===== config.mk =====
export PLATFORM = sky130hd
export DESIGN_NAME = aes_batch_scheduler
export DESIGN_NICKNAME = d
export VERILOG_FILES = /design/src/rtl/aes_batch_scheduler.sv
export SDC_FILE = /design/constraint.sdc
export NUM_CORES = 1
export LEC_CHECK = 0
export CAP_MARGIN = 0
export CORE_AREA = 8 8 697 699
export CTS_CLUSTER_SIZE = 10
export DETAILED_ROUTE_END_ITERATION = 8
export DIE_AREA = 0 0 705 707
export PLACE_DENSITY = 0.3
export SYNTH_ARGS = -nofsm -noshare
export SYNTH_HDL_FRONTEND = slang
export SYNTH_SLANG_ARGS = --single-unit

===== constraint.sdc =====
create_clock -name clk -period 15.35 [get_ports clk]
set_clock_uncertainty 0.05 [all_clocks]
set_input_delay 2.3025 -clock clk [delete_from_list [all_inputs] [get_ports clk]]
set_output_delay 2.3025 -clock clk [all_outputs]
set_load 0.02 [all_outputs]

===== src/rtl/aes_batch_scheduler.sv =====
// aes_batch_scheduler: streams BUS_W-bit beats into 128-bit blocks, loads up to
// N_CORES external AES cores, sequences round-key addresses, then drains the
// core results in load order. Optional block statistics: AES_SCHED_STATS_EN.
module aes_batch_scheduler #(
  parameter int unsigned N_CORES          = 10,
  parameter int unsigned BUS_W            = 32,
  parameter int unsigned ROUNDS           = 10,
  parameter int unsigned CYCLES_PER_ROUND = 5
) (
  input  logic                     clk,
  input  logic                     reset,
  input  logic                     start,
  input  logic                     mode,
  input  logic [127:0]             round_key,
  output logic [3:0]               round_key_addr,
  output logic [127:0]             core_key,
  output logic                     core_mode,
  output logic [127:0]             core_in_text,
  output logic [N_CORES-1:0]       core_wr_en,
  output logic                     core_start,
  input  logic [128*N_CORES-1:0]   core_out_text,
  input  logic                     sink_valid,
  output logic                     sink_ready,
  input  logic [BUS_W-1:0]         sink_data,
  input  logic                     sink_last,
  output logic                     source_valid,
  input  logic                     source_ready,
  output logic [BUS_W-1:0]         source_data,
  output logic                     source_last,
  output logic [31:0]              blocks_done
);

  localparam int unsigned BEATS  = 128 / BUS_W;
  localparam int unsigned BEAT_W = (BEATS > 1) ? $clog2(BEATS) : 1;
  localparam int unsigned BLK_W  = $clog2(N_CORES + 1);
  localparam int unsigned CNT_W  = $clog2(CYCLES_PER_ROUND + 1);

  typedef enum logic [1:0] {IDLE, LOAD, EXEC, DRAIN} state_t;

  state_t             state_q, state_d;
  logic               core_mode_q, core_mode_d;
  logic               sink_ready_q, sink_ready_d;
  logic [N_CORES-1:0] wr_en_q, wr_en_d;
  logic [127:0]       hold_q, hold_d;
  logic [127:0]       asm_q, asm_d;
  logic [BEAT_W-1:0]  beat_q, beat_d;
  logic [BLK_W-1:0]   blk_q, blk_d;
  logic               final_q, final_d;
  logic               core_start_q, core_start_d;
  logic [CNT_W-1:0]   sub_q, sub_d;
  logic [3:0]         rnd_q, rnd_d;
  logic [3:0]         addr_q, addr_d;
  logic               src_valid_q, src_valid_d;
  logic               src_last_q, src_last_d;
  logic [BUS_W-1:0]   src_data_q, src_data_d;
  logic [BLK_W-1:0]   oj_q, oj_d;
  logic [BEAT_W-1:0]  ow_q, ow_d;
  logic               src_hs;

  // Word w of core j, MSB-first, from the flattened core result bus.
  function automatic logic [BUS_W-1:0] pick_word(input logic [128*N_CORES-1:0] bus,
                                                 input logic [BLK_W-1:0] j,
                                                 input logic [BEAT_W-1:0] w);
    int unsigned sh;
    sh = 128 * 32'(j) + 128 - BUS_W * (32'(w) + 1);
    return BUS_W'(bus >> sh);
  endfunction

  assign src_hs = src_valid_q & source_ready;

  // State and registered outputs.
  always_ff @(posedge clk or posedge reset) begin
    if (reset) begin
      state_q      <= IDLE;
      core_mode_q  <= 1'b0;
      sink_ready_q <= 1'b0;
      wr_en_q      <= '0;
      hold_q       <= '0;
      asm_q        <= '0;
      beat_q       <= '0;
      blk_q        <= '0;
      final_q      <= 1'b0;
      core_start_q <= 1'b0;
      sub_q        <= '0;
      rnd_q        <= '0;
      addr_q       <= '0;
      src_valid_q  <= 1'b0;
      src_last_q   <= 1'b0;
      src_data_q   <= '0;
      oj_q         <= '0;
      ow_q         <= '0;
    end else begin
      state_q      <= state_d;
      core_mode_q  <= core_mode_d;
      sink_ready_q <= sink_ready_d;
      wr_en_q      <= wr_en_d;
      hold_q       <= hold_d;
      asm_q        <= asm_d;
      beat_q       <= beat_d;
      blk_q        <= blk_d;
      final_q      <= final_d;
      core_start_q <= core_start_d;
      sub_q        <= sub_d;
      rnd_q        <= rnd_d;
      addr_q       <= addr_d;
      src_valid_q  <= src_valid_d;
      src_last_q   <= src_last_d;
      src_data_q   <= src_data_d;
      oj_q         <= oj_d;
      ow_q         <= ow_d;
    end
  end

  // Next-state and next-output logic; a dropped start overrides everything.
  always_comb begin
    state_d      = state_q;
    core_mode_d  = core_mode_q;
    sink_ready_d = sink_ready_q;
    wr_en_d      = '0;
    hold_d       = hold_q;
    asm_d        = asm_q;
    beat_d       = beat_q;
    blk_d        = blk_q;
    final_d      = 1'b0;
    core_start_d = core_start_q;
    sub_d        = sub_q;
    rnd_d        = rnd_q;
    addr_d       = addr_q;
    src_valid_d  = src_valid_q;
    src_last_d   = src_last_q;
    src_data_d   = src_data_q;
    oj_d         = oj_q;
    ow_d         = ow_q;

    unique case (state_q)
      IDLE: begin
        if (start) begin
          state_d      = LOAD;
          core_mode_d  = mode;
          sink_ready_d = 1'b1;
          beat_d       = '0;
          blk_d        = '0;
        end
      end
      LOAD: begin
        if (final_q) begin
          state_d      = EXEC;
          core_start_d = 1'b1;
          sub_d        = '0;
          rnd_d        = '0;
          addr_d       = core_mode_q ? 4'(ROUNDS) : 4'd0;
        end else if (sink_valid && sink_ready_q) begin
          asm_d = (asm_q << BUS_W) | 128'(sink_data);
          if (beat_q == BEAT_W'(BEATS - 1)) begin
            beat_d  = '0;
            hold_d  = asm_d;
            wr_en_d = N_CORES'(1) << blk_q;
            blk_d   = blk_q + BLK_W'(1);
            if (sink_last || (blk_q == BLK_W'(N_CORES - 1))) begin
              final_d      = 1'b1;
              sink_ready_d = 1'b0;
            end
          end else begin
            beat_d = beat_q + BEAT_W'(1);
          end
        end
      end
      EXEC: begin
        if (sub_q == CNT_W'(CYCLES_PER_ROUND - 1)) begin
          sub_d = '0;
          if (rnd_q == 4'(ROUNDS)) begin
            state_d      = DRAIN;
            core_start_d = 1'b0;
            addr_d       = '0;
            src_valid_d  = 1'b1;
            oj_d         = '0;
            ow_d         = '0;
            src_data_d   = pick_word(core_out_text, '0, '0);
            src_last_d   = (blk_q == BLK_W'(1)) && (BEATS == 1);
          end else begin
            rnd_d  = rnd_q + 4'd1;
            addr_d = core_mode_q ? (4'(ROUNDS) - rnd_d) : rnd_d;
          end
        end else begin
          sub_d = sub_q + CNT_W'(1);
        end
      end
      DRAIN: begin
        if (src_hs) begin
          if (src_last_q) begin
            src_valid_d = 1'b0;
            src_last_d  = 1'b0;
            if (start) begin
              state_d      = LOAD;
              core_mode_d  = mode;
              sink_ready_d = 1'b1;
              beat_d       = '0;
              blk_d        = '0;
            end else begin
              state_d = IDLE;
            end
          end else begin
            if (ow_q == BEAT_W'(BEATS - 1)) begin
              ow_d = '0;
              oj_d = oj_q + BLK_W'(1);
            end else begin
              ow_d = ow_q + BEAT_W'(1);
            end
            src_data_d = pick_word(core_out_text, oj_d, ow_d);
            src_last_d = (oj_d == blk_q - BLK_W'(1)) && (ow_d == BEAT_W'(BEATS - 1));
          end
        end
      end
      default: state_d = IDLE;
    endcase

    if ((state_q != IDLE) && !start) begin
      state_d      = IDLE;
      sink_ready_d = 1'b0;
      wr_en_d      = '0;
      final_d      = 1'b0;
      beat_d       = '0;
      blk_d        = '0;
      core_start_d = 1'b0;
      sub_d        = '0;
      rnd_d        = '0;
      addr_d       = '0;
      src_valid_d  = 1'b0;
      src_last_d   = 1'b0;
      oj_d         = '0;
      ow_d         = '0;
    end
  end

`ifdef AES_SCHED_STATS_EN
  logic [31:0] blocks_done_q;

  // Count drained blocks; survives abort, cleared only by reset.
  always_ff @(posedge clk or posedge reset) begin
    if (reset) begin
      blocks_done_q <= '0;
    end else if (src_hs && (ow_q == BEAT_W'(BEATS - 1))) begin
      blocks_done_q <= blocks_done_q + 32'd1;
    end
  end

  assign blocks_done = blocks_done_q;
`else
  assign blocks_done = 32'd0;
`endif

  assign round_key_addr = addr_q;
  assign core_key       = round_key;
  assign core_mode      = core_mode_q;
  assign core_in_text   = hold_q;
  assign core_wr_en     = wr_en_q;
  assign core_start     = core_start_q;
  assign sink_ready     = sink_ready_q;
  assign source_valid   = src_valid_q;
  assign source_data    = src_data_q;
  assign source_last    = src_last_q;

endmodule

==> reports/qor.yml, run 1 <==
status:
  run_status: "finished clean"
sta:
  min_period_ns: 6.04
  fin_crit_sh: 0.393
  finalHoldViolations: 0
  finalSetupViolations: 0
  hold_ws_ns: 0.394
  finalMaxSlewViolations: 0
  fmax_mhz: 166
  tightest_slew_ns: 1.41
  setup_tns_ns: 0
  max_slew_margin: 0.0515
  rsz0062_at_grt: "false"
clock_network:
  hold_buffers: 0
  clk_latency_ns: 0.66
  cts.path.max_buffers: 3
  clk_pin_slew_worst_paths_ns: 0.06
  cts_setup_buffers: 0
  numCtsBuffers: 44
  cts_tree: "yes"
  clockRootBuffer: "clkbuf_16"
  cts-resized-gates: 0
  cts_sinks: 297
  cts_max_level: 2
logic_synthesis:
  ys_dominant_reg_cell: "dfrtp_1"
  synth_enable_flop_cells: 0
  synth_area_mm2: 0.0247
  synth.top_cell.area_share: 0.301
  netlist_instances: 2509
  synth.largest_area_cell: "dfrtp_1"
  yosysWarnings: 0
  synthArstFlopShare: 1.00
  ys_seq_elements: 297
  ys_seq_area_frac: 0.301
  yosysUniqueCellTypes: 67
  synth.avg_cell_area_um2: 9.83
  ys_top_cells_by_area: "dfrtp_1 30%, mux4_2 21%, nand2_1 9.4%"
final_layout:
  finalNetCount: 5244
  synthToLayoutAreaGrowth_pct: 93.6
  nFillCells: 54400
  multi_input_comb_area_mm2: 0.0152
  seqCellArea_mm2: 0.00743
  fin_area_mm2: 0.0478
  drive_gt1_frac: 0.151
placement:
  dpl.hpwl_um: 308000
  dpl_cell_area_mm2: 0.0462
  portBuffers: 1497
  gp_congestion: 0.885
floorplanning:
  ios: 1786
  die_area_mm2: 0.498
  rows: 253
  chipWidth_um: 705
  start_util: 0.0521
  core_mm2: 0.474
  die_h_um: 707
hold_path:
  hold-path-cell-count: 2
  min_from: "asm_q[72]$_DFFE_PP0P_"
  min_to: "core_in_text[104]$_DFFE_PP0P_"
  min_path_type: "reg -> reg"
critical_path:
  arrival_ns: 6.45
  cp_num_buf_inv: 4
  cp-end-kind: "flop"
  crit_fanout: 48
  ff2ff_setup_slack_ns: 9.31
  cp_common_cell: "buf_4"
  r2r-end: "source_data[15]$_DFFE_PP0P_"
  path_cells: "ha_1 -> nor2_4 -> buf_12 -> buf_4 -> buf_4 -> buf_4 -> mux4_2 -> a22oi_1 -> a21oi_1 -> nor2_1 -> o41ai_2"
  path_class: "reg -> reg"
  start_kind: "flop"
  cp_top_family: "buffers and inverters"
  slowest_stage: "buf_4"
  critical_path_required_ns: 15.76
  slowest_delay_ns: 0.80
  reg2regPathDepth: 11
  r2r_start: "ow_q[0]$_DFFE_PP0P_"
global_route:
  use_met3: 0.0439
  grt_max_degree: 119
  grt_pass1_wl_um: 417000
  grt_overflow_total: 0
  antenna_found_initial: 263
  grt-busiest-layer: "met2"
  grt_util_met1: 0.143
  grtUsageTotal: 0.133
  gr-usage-met2: 0.252
  grt_pass1_vias: 30000
drt:
  viasPerCell: 2.83
  wirelength_um: 345000
  drt-wirelength-per-cell_um: 34.2
  drt_iter0_drc: 2160
  drc: 0
  drtPass1Iterations: 5
  drtAntennaViolNets: 0
  vias: 28600
pwr:
  total_leakage_power_uw: 0.0161
  power.density_mw_per_mm2: 130
  vdd_drop_max_uv: 78.6
job:
  maxCapViolCount: 0
[cell type report]
cell class,instances,share of cell area
Clock buffer,57,0.0257
Antenna cell,48,0.00251
Timing Repair Buffer,1581,0.328
Tap cell,6247,0.164
Inverter,17,0.00170
Multi-Input combinational cell,1832,0.319
Clock inverter,15,0.00403
Sequential cell,297,0.156
[tightest hold or removal path, cell delays in order (launching register included)]
cell	delay, ns
dfrtp_1	0.34
nand2_1	0.06
nand2_1	0.05
[synthesized netlist by cell type, types with 4 or more instances]
cell,instances
nand2_1,617
dfrtp_1,297
and2_1,6
a21o_1,4
o21ai_0,23
o311ai_0,30
mux2_2,98
a32oi_1,33
nand3_1,44
ha_1,24
a22oi_1,60
or3_1,33
nor2b_1,6
nand2b_1,6
a41oi_1,4
a31oi_1,63
buf_6,4
o41ai_2,30
xnor2_1,10
buf_4,170
and3_1,10
o22ai_1,32
o221a_2,30
mux2i_1,68
clkbuf_1,133
o2111ai_1,30
buf_1,10
nor2_1,78
nand4_1,7
o31ai_1,42
inv_1,16
a21oi_1,43
o21a_1,31
mux4_2,227
buf_2,76
nor3_1,66
[worst max-delay path by stage]
stage / startpoint / end / slack (ns) / cells after the start
6_report: ow_q[0]$_DFFE_PP0P_ / source_data[15]$_DFFE_PP0P_ / 9.31 / 11
5_1_grt: ow_q[0]$_DFFE_PP0P_ / source_data[15]$_DFFE_PP0P_ / 8.88 / 11
4_1_cts: ow_q[0]$_DFFE_PP0P_ / source_data[15]$_DFFE_PP0P_ / 9.14 / 11
3_5_place_dp: ow_q[0]$_DFFE_PP0P_ / source_data[15]$_DFFE_PP0P_ / 9.21 / 11
3_3_place_gp: ow_q[0]$_DFFE_PP0P_ / source_data[15]$_DFFE_PP0P_ / 9.19 / 11
2_1_floorplan: reset / asm_q[0]$_DFFE_PP0P_ / 4.79 / 1
[sequential cells by signal (all words and copies together) (netlist names)]
name / cells
sub_q: 3
state_q: 2
beat_q: 2
sink_ready: 1
asm_q: 96
final_q: 1
core_in_text: 128
oj_q: 4
blk_q: 4
source_valid: 1
source_last: 1
core_wr_en: 10
round_key_addr: 4
core_mode: 1
core_start: 1
ow_q: 2
rnd_q: 4
source_data: 32
[power breakdown]
group | switching [µW] | internal, µW | leakage (µW) | total (µW)
Combinational | 2400 | 1540 | 0.0116 | 3940
Sequential | 198 | 1010 | 0.00389 | 1210
Clock | 445 | 599 | 0.000683 | 1040
[kinds of logic after synthesis]
family                     after synthesis  share of synthesized area
AOI/OAI and AO/OA                      476                      0.154
and+or+nand+nor                        889                      0.151
other                                    1                   0.000152
xor gates and xnor gates                18                    0.00837
buffers and inverters                  411                     0.0936
adders and majority gates               24                     0.0122
muxes                                  393                      0.280
DFF                                    297                      0.301
[layout by cell type, fill, tap and decap left out, drive strengths merged, types with 33 or more instances in the layout]
cell type	instances
mux2	98
buf	84
diode	48
or3	33
nor3	67
nor2	79
a31oi	63
a32oi	33
nand2	617
clkbuf	57
dfrtp	297
mux2i	68
a21oi	43
clkdlybuf4s50	1497
o31ai	42
mux4	227
a22oi	60
nand3	44
[stage by stage]
| stage | total power, µW | instances | worst slack (ns) | util |
|---|---|---|---|---|
| detailed placement | 5430 | 9974 | 9.21 | 0.0975 |
| floorplan | 3090 | 2540 | 4.79 | - |
| CTS | 6540 | 10000 | 9.14 | 0.101 |
| global placement | 5430 | 9973 | 9.19 | 0.0975 |
| global route | 6640 | 10100 | 8.88 | 0.101 |
| finish | 6200 | 10100 | 9.31 | 0.101 |
[routing by layer]
metal / vias up / part of all wire
li1: 11800 / -
met1: 14500 / 0.36
met2: 1740 / 0.53
met3: 466 / 0.082
met4: 60 / 0.023
met5: - / 0.0024
Note: power is estimated with default switching activity, not from simulation.
==> run 2: changes to the inputs <==
--- a/config.mk
+++ b/config.mk
@@ -6,10 +6,10 @@
 export NUM_CORES = 1
 export LEC_CHECK = 0
 export CAP_MARGIN = 0
-export CORE_AREA = 8 8 697 699
+export CORE_AREA = 8 8 684 686
 export CTS_CLUSTER_SIZE = 10
 export DETAILED_ROUTE_END_ITERATION = 8
-export DIE_AREA = 0 0 705 707
+export DIE_AREA = 0 0 692 694
 export PLACE_DENSITY = 0.3
 export SYNTH_ARGS = -nofsm -noshare
 export SYNTH_HDL_FRONTEND = slang
==> constraint.sdc (replaced) <==
create_clock -name clk -period 5.6 [get_ports clk]
set_clock_uncertainty 0.05 [all_clocks]
set_input_delay 0.84 -clock clk [delete_from_list [all_inputs] [get_ports clk]]
set_output_delay 0.84 -clock clk [all_outputs]
set_load 0.02 [all_outputs]
==> run 2 against run 1 <==
Worst setup slack worse by 9.1 ns. Register-to-register slack worse by 9.1 ns. Final area is 0.24% lower. Die area is 3.6% lower. Sequential share of layout area hardly changed. Largest cell class unchanged.
==> reports/qor.yml, run 2 (same netlist as run 1, synthesis figures left out) <==
clock_network:
  cts_sinks: 297
  numCtsBuffers: 43
  cts-resized-gates: 0
  clockRootBuffer: "clkbuf_16"
  hold_buffers: 0
  clk_pin_slew_worst_paths_ns: 0.07
  cts.path.max_buffers: 3
  clk_latency_ns: 0.66
  cts_setup_buffers: 0
  cts_tree: "yes"
  cts_max_level: 2
sta:
  fmax_mhz: 187
  finalHoldViolations: 0
  max_slew_margin: 0.0604
  tightest_slew_ns: 1.37
  hold_ws_ns: 0.411
  setup_tns_ns: 0
  min_period_ns: 5.35
  rsz0062_at_grt: "false"
  finalSetupViolations: 0
  finalMaxSlewViolations: 0
  fin_crit_sh: 0.955
critical_path:
  ff2ff_setup_slack_ns: 0.25
  path_class: "reg -> reg"
  cp-end-kind: "flop"
  start_kind: "flop"
  arrival_ns: 5.82
  crit_fanout: 32
  critical_path_required_ns: 6.07
  r2r_start: "ow_q[0]$_DFFE_PP0P_"
  r2r-end: "source_data[29]$_DFFE_PP0P_"
  reg2regPathDepth: 13
pwr:
  power.density_mw_per_mm2: 360
  swShare: 0.492
  switchingPower_uw: 8450
  vdd_drop_max_uv: 372
  p_int_uw: 8710
  total_leakage_power_uw: 0.0163
  power_frac_comb: 0.644
  power.share.clock: 0.163
  p_seq_frac: 0.192
hold_path:
  hold-path-cell-count: 2
  min_from: "asm_q[91]$_DFFE_PP0P_"
  min_path_type: "reg -> reg"
  min_to: "core_in_text[123]$_DFFE_PP0P_"
final_layout:
  largest_register_ffs: 128
  nFillCells: 52600
  drive_gt1_frac: 0.154
  final_core_util: 0.104
  final-instance-count-excl-fill: 9886
  layout_commonest_cell: "clkdlybuf4s50_1"
  synthToLayoutAreaGrowth_pct: 93.1
  seqCellArea_mm2: 0.00743
  multi_input_comb_area_mm2: 0.0152
  finalNetCount: 5267
  most-common-layout-cells: "1497 x clkdlybuf4s50_1, 615 x nand2_1, 297 x dfrtp_1"
placement:
  dp.cells: 9775
  gp_congestion: 0.940
  portBuffers: 1497
  dpl.hpwl_um: 299000
global_route:
  grt_pass1_vias: 29500
  grt_overflow_total: 0
  grt_max_degree: 131
  grtUsageTotal: 0.133
  antenna_found_initial: 265
  grt_pass1_wl_um: 401000
drt:
  vias: 28500
  drtPass1Iterations: 5
  wirelength_um: 334000
  drc: 0
  drt-wirelength-per-cell_um: 33.8
  drt_iter0_drc: 1873
  drtAntennaViolNets: 0
  viasPerCell: 2.88
job:
  maxCapViolCount: 0
floorplanning:
  die_h_um: 694
  chipWidth_um: 692
  rows: 249
  ios: 1786
  core_mm2: 0.457
  die_area_mm2: 0.480
  start_util: 0.0539
status:
  run_status: "finished clean"
## run 2: cell count changes in the layout (fill, tap and decap cells not counted), moves of 2 or more
cell / before / now
buf_4: 80 / 97
buf_12: 4 / 11
diode_2: 48 / 41
clkbuf_1: 5 / 9
clkinvlp_4: 5 / 1
clkbuf_8: 8 / 5
inv_6: 0 / 3
a31oi_1: 59 / 61
a31oi_2: 4 / 2
nor2_2: 0 / 2
nor2_4: 7 / 5
## run 2: layout make-up
class	instances	share of cell area
inverter	17	0.00168
timing repair buffer	1605	0.334
multi-input combinational	1832	0.319
sequential	297	0.156
clock inverter	13	0.00381
tap	6024	0.158
clock buffer	57	0.0247
antenna	41	0.00215
## run 2: metrics by stage
stage	setup slack [ns]	total power, µW	area (µm²)
6_report	0.250	17200	47700
4_1_cts	0.251	18100	47600
3_5_place_dp	0.293	15100	46200
5_1_grt	0.135	18400	47600
2_1_floorplan	0.765	8470	24800
3_3_place_gp	0.393	15100	46200
## run 2: how the worst max path moves through the flow
stage,slack [ns],cells past startpoint,startpoint,to
floorplan,0.76,1,reset,asm_q[0]$_DFFE_PP0P_
global placement,0.39,13,ow_q[0]$_DFFE_PP0P_,source_data[7]$_DFFE_PP0P_
detailed placement,0.29,13,ow_q[0]$_DFFE_PP0P_,source_data[7]$_DFFE_PP0P_
CTS,0.25,13,ow_q[0]$_DFFE_PP0P_,source_data[7]$_DFFE_PP0P_
global route,0.14,13,ow_q[0]$_DFFE_PP0P_,source_data[7]$_DFFE_PP0P_
finish,0.25,13,ow_q[0]$_DFFE_PP0P_,source_data[29]$_DFFE_PP0P_
## run 2: power by group through the flow
stage	Sequential (µW)	Combinational [µW]	Clock [µW]
2_1_floorplan	3450	5020	0
3_3_place_gp	3340	11800	0
3_5_place_dp	3360	11700	0
4_1_cts	3320	11800	2980
5_1_grt	3410	11900	3050
6_report	3300	11100	2800
## run 2: critical path, stage by stage (launching register included)
cell     delay, ns
dfrtp_1       0.60
ha_1          0.72
mux2i_1       0.61
inv_1         0.11
ha_1          0.35
and2_1        0.17
a221o_4       0.54
buf_12        0.21
nor2_2        0.12
buf_4         0.43
a22oi_1       0.17
a21oi_1       0.55
nor2_1        0.12
o41ai_2       0.33
## run 2: routing by layer
metal,part of all wire,track usage,up-vias
met2,0.51,0.244,1786
met3,0.092,0.0529,476
li1,-,-,11900
met1,0.37,0.143,14300
met4,0.025,0.0247,84
met5,0.0028,0.00604,-
==> run 3: changes to the inputs <==
--- a/config.mk
+++ b/config.mk
@@ -11,6 +11,7 @@
 export DETAILED_ROUTE_END_ITERATION = 8
 export DIE_AREA = 0 0 692 694
 export PLACE_DENSITY = 0.3
+export SLEW_MARGIN = 20
 export SYNTH_ARGS = -nofsm -noshare
 export SYNTH_HDL_FRONTEND = slang
 export SYNTH_SLANG_ARGS = --single-unit
==> run 3 against run 2 <==
Final cell count hardly changed. Non-clock buffer count up 1. Combinational power about the same. Core utilization about the same. Clock power shrank 2%. Routed wire length about the same. Global-route usage about the same. Maximum frequency is 0.41% lower. Sequential share of layout area about the same.
==> reports/qor.yml, run 3 (same netlist as run 1, synthesis figures left out) <==
clock_network:
  cts_sinks: 297
  clk_pin_slew_worst_paths_ns: 0.06
  cts_setup_buffers: 0
  cts-resized-gates: 0
  cts_tree: "yes"
  numCtsBuffers: 43
  hold_buffers: 0
  cts_max_level: 2
  clockRootBuffer: "clkbuf_16"
  cts.path.max_buffers: 3
  clk_latency_ns: 0.66
critical_path:
  startpoint: "ow_q[0]$_DFFE_PP0P_"
  start_kind: "flop"
  cp_num_buf_inv: 3
  arrival_ns: 5.84
  crit_fanout: 32
  slowest_delay_ns: 0.70
  cp_num_cells: 13
  cp_top_family: "compound AO/OA/AOI/OAI gates"
  slowest_stage: "ha_1"
  critical_path.endpoint: "source_data[29]$_DFFE_PP0P_"
  reg2regPathDepth: 13
  r2r-end: "source_data[29]$_DFFE_PP0P_"
  path_class: "reg -> reg"
  r2r_start: "ow_q[0]$_DFFE_PP0P_"
  ff2ff_setup_slack_ns: 0.23
  cp-end-kind: "flop"
  cp_common_cell: "ha_1"
  critical_path_required_ns: 6.07
  path_cells: "ha_1 -> mux2i_1 -> inv_1 -> ha_1 -> and2_1 -> a221o_4 -> buf_12 -> nor2_2 -> buf_4 -> a22oi_1 -> a21oi_1 -> nor2_1 -> o41ai_2"
placement:
  dpl.hpwl_um: 299000
  dpl_worst_slack_ns: 0.300
  dpl_cell_area_mm2: 0.0462
  gp_congestion: 0.940
  portBuffers: 1497
  dp.cells: 9775
final_layout:
  seqCellArea_mm2: 0.00743
  fin_area_mm2: 0.0477
  drive_gt1_frac: 0.156
  multi_input_comb_area_mm2: 0.0152
  most-common-layout-cells: "1497 x clkdlybuf4s50_1, 615 x nand2_1, 297 x dfrtp_1"
  finalNetCount: 5268
  largest_register_ffs: 128
  nFillCells: 52700
  final-instance-count-excl-fill: 9892
  synthToLayoutAreaGrowth_pct: 93.3
  layout_commonest_cell: "clkdlybuf4s50_1"
sta:
  fmax_mhz: 186
  rsz0062_at_grt: "false"
  setup_tns_ns: 0
  tightest_slew_ns: 1.20
  finalSetupViolations: 0
  finalMaxSlewViolations: 0
  hold_ws_ns: 0.412
  setup_ws_ns: 0.228
  min_period_ns: 5.37
  max_slew_margin: 0.197
  finalHoldViolations: 0
  fin_crit_sh: 0.959
status:
  run_status: "finished clean"
drt:
  viasPerCell: 2.86
  drtAntennaViolNets: 0
  drc: 0
  drt_iter0_drc: 1793
  vias: 28300
  drtPass1Iterations: 5
  drt-wirelength-per-cell_um: 33.7
  wirelength_um: 334000
floorplanning:
  chipWidth_um: 692
  core_mm2: 0.457
  start_util: 0.0539
  die_area_mm2: 0.480
  die_h_um: 694
  ios: 1786
  rows: 249
global_route:
  grt_pass1_vias: 29600
  grtUsageTotal: 0.132
  grt_pass1_wl_um: 401000
  antenna_found_initial: 266
  grt_max_degree: 131
  grt_overflow_total: 0
job:
  maxCapViolCount: 0
pwr:
  vdd_drop_max_uv: 395
  total_leakage_power_uw: 0.0163
  power.density_mw_per_mm2: 361
hold_path:
  min_from: "asm_q[92]$_DFFE_PP0P_"
  min_path_type: "reg -> reg"
run 3: changes by cell type in the layout (fill, tap and decap cells not counted), sizes merged:
cell	before	now
bufinv	2	1
clkinvlp	1	2
inv	20	19
clkbuf	57	58
diode	41	45
buf	108	109
clkinv	7	8
run 3: tightest hold or removal path, delay by kind of cell (launching register included):
family	cells	cell delay (ns)
flops	1	0.34
simple gates	2	0.10
run 3: where the power goes:
group	internal (µW)	leakage (µW)	switching (µW)
Clock	1530	0.000650	1220
Sequential	2780	0.00389	518
Combinational	4370	0.0117	6790
run 3: worst min-delay path by stage:
stage                                               end  depth (start not counted)
after floorplan           core_in_text[100]$_DFFE_PP0P_                          2
after global placement    core_in_text[115]$_DFFE_PP0P_                          2
after detailed placement  core_in_text[100]$_DFFE_PP0P_                          2
after CTS                  core_in_text[39]$_DFFE_PP0P_                          2
after global routing       core_in_text[10]$_DFFE_PP0P_                          2
final                     core_in_text[124]$_DFFE_PP0P_                          2
run 3: final cells by class:
type,count,area share
inverters,17,0.00168
multi-input cells,1832,0.320
diodes,45,0.00236
well taps,6024,0.158
clock inverters,13,0.00333
flip-flops and latches,297,0.156
repair buffers,1606,0.335
clock buffers,58,0.0246
run 3: layer usage:
metal	track usage	up-vias	share of wire
met5	0.00564	-	0.0029
met4	0.0298	96	0.029
met3	0.0539	491	0.094
met2	0.242	1713	0.51
met1	0.142	14100	0.36
li1	-	11900	-
run 3: through the flow:
step	power, µW	utilization
finish	17200	0.104
global route	18400	0.104
CTS	18100	0.104
detailed placement	15100	0.101
global placement	15100	0.101
floorplan	8470	-
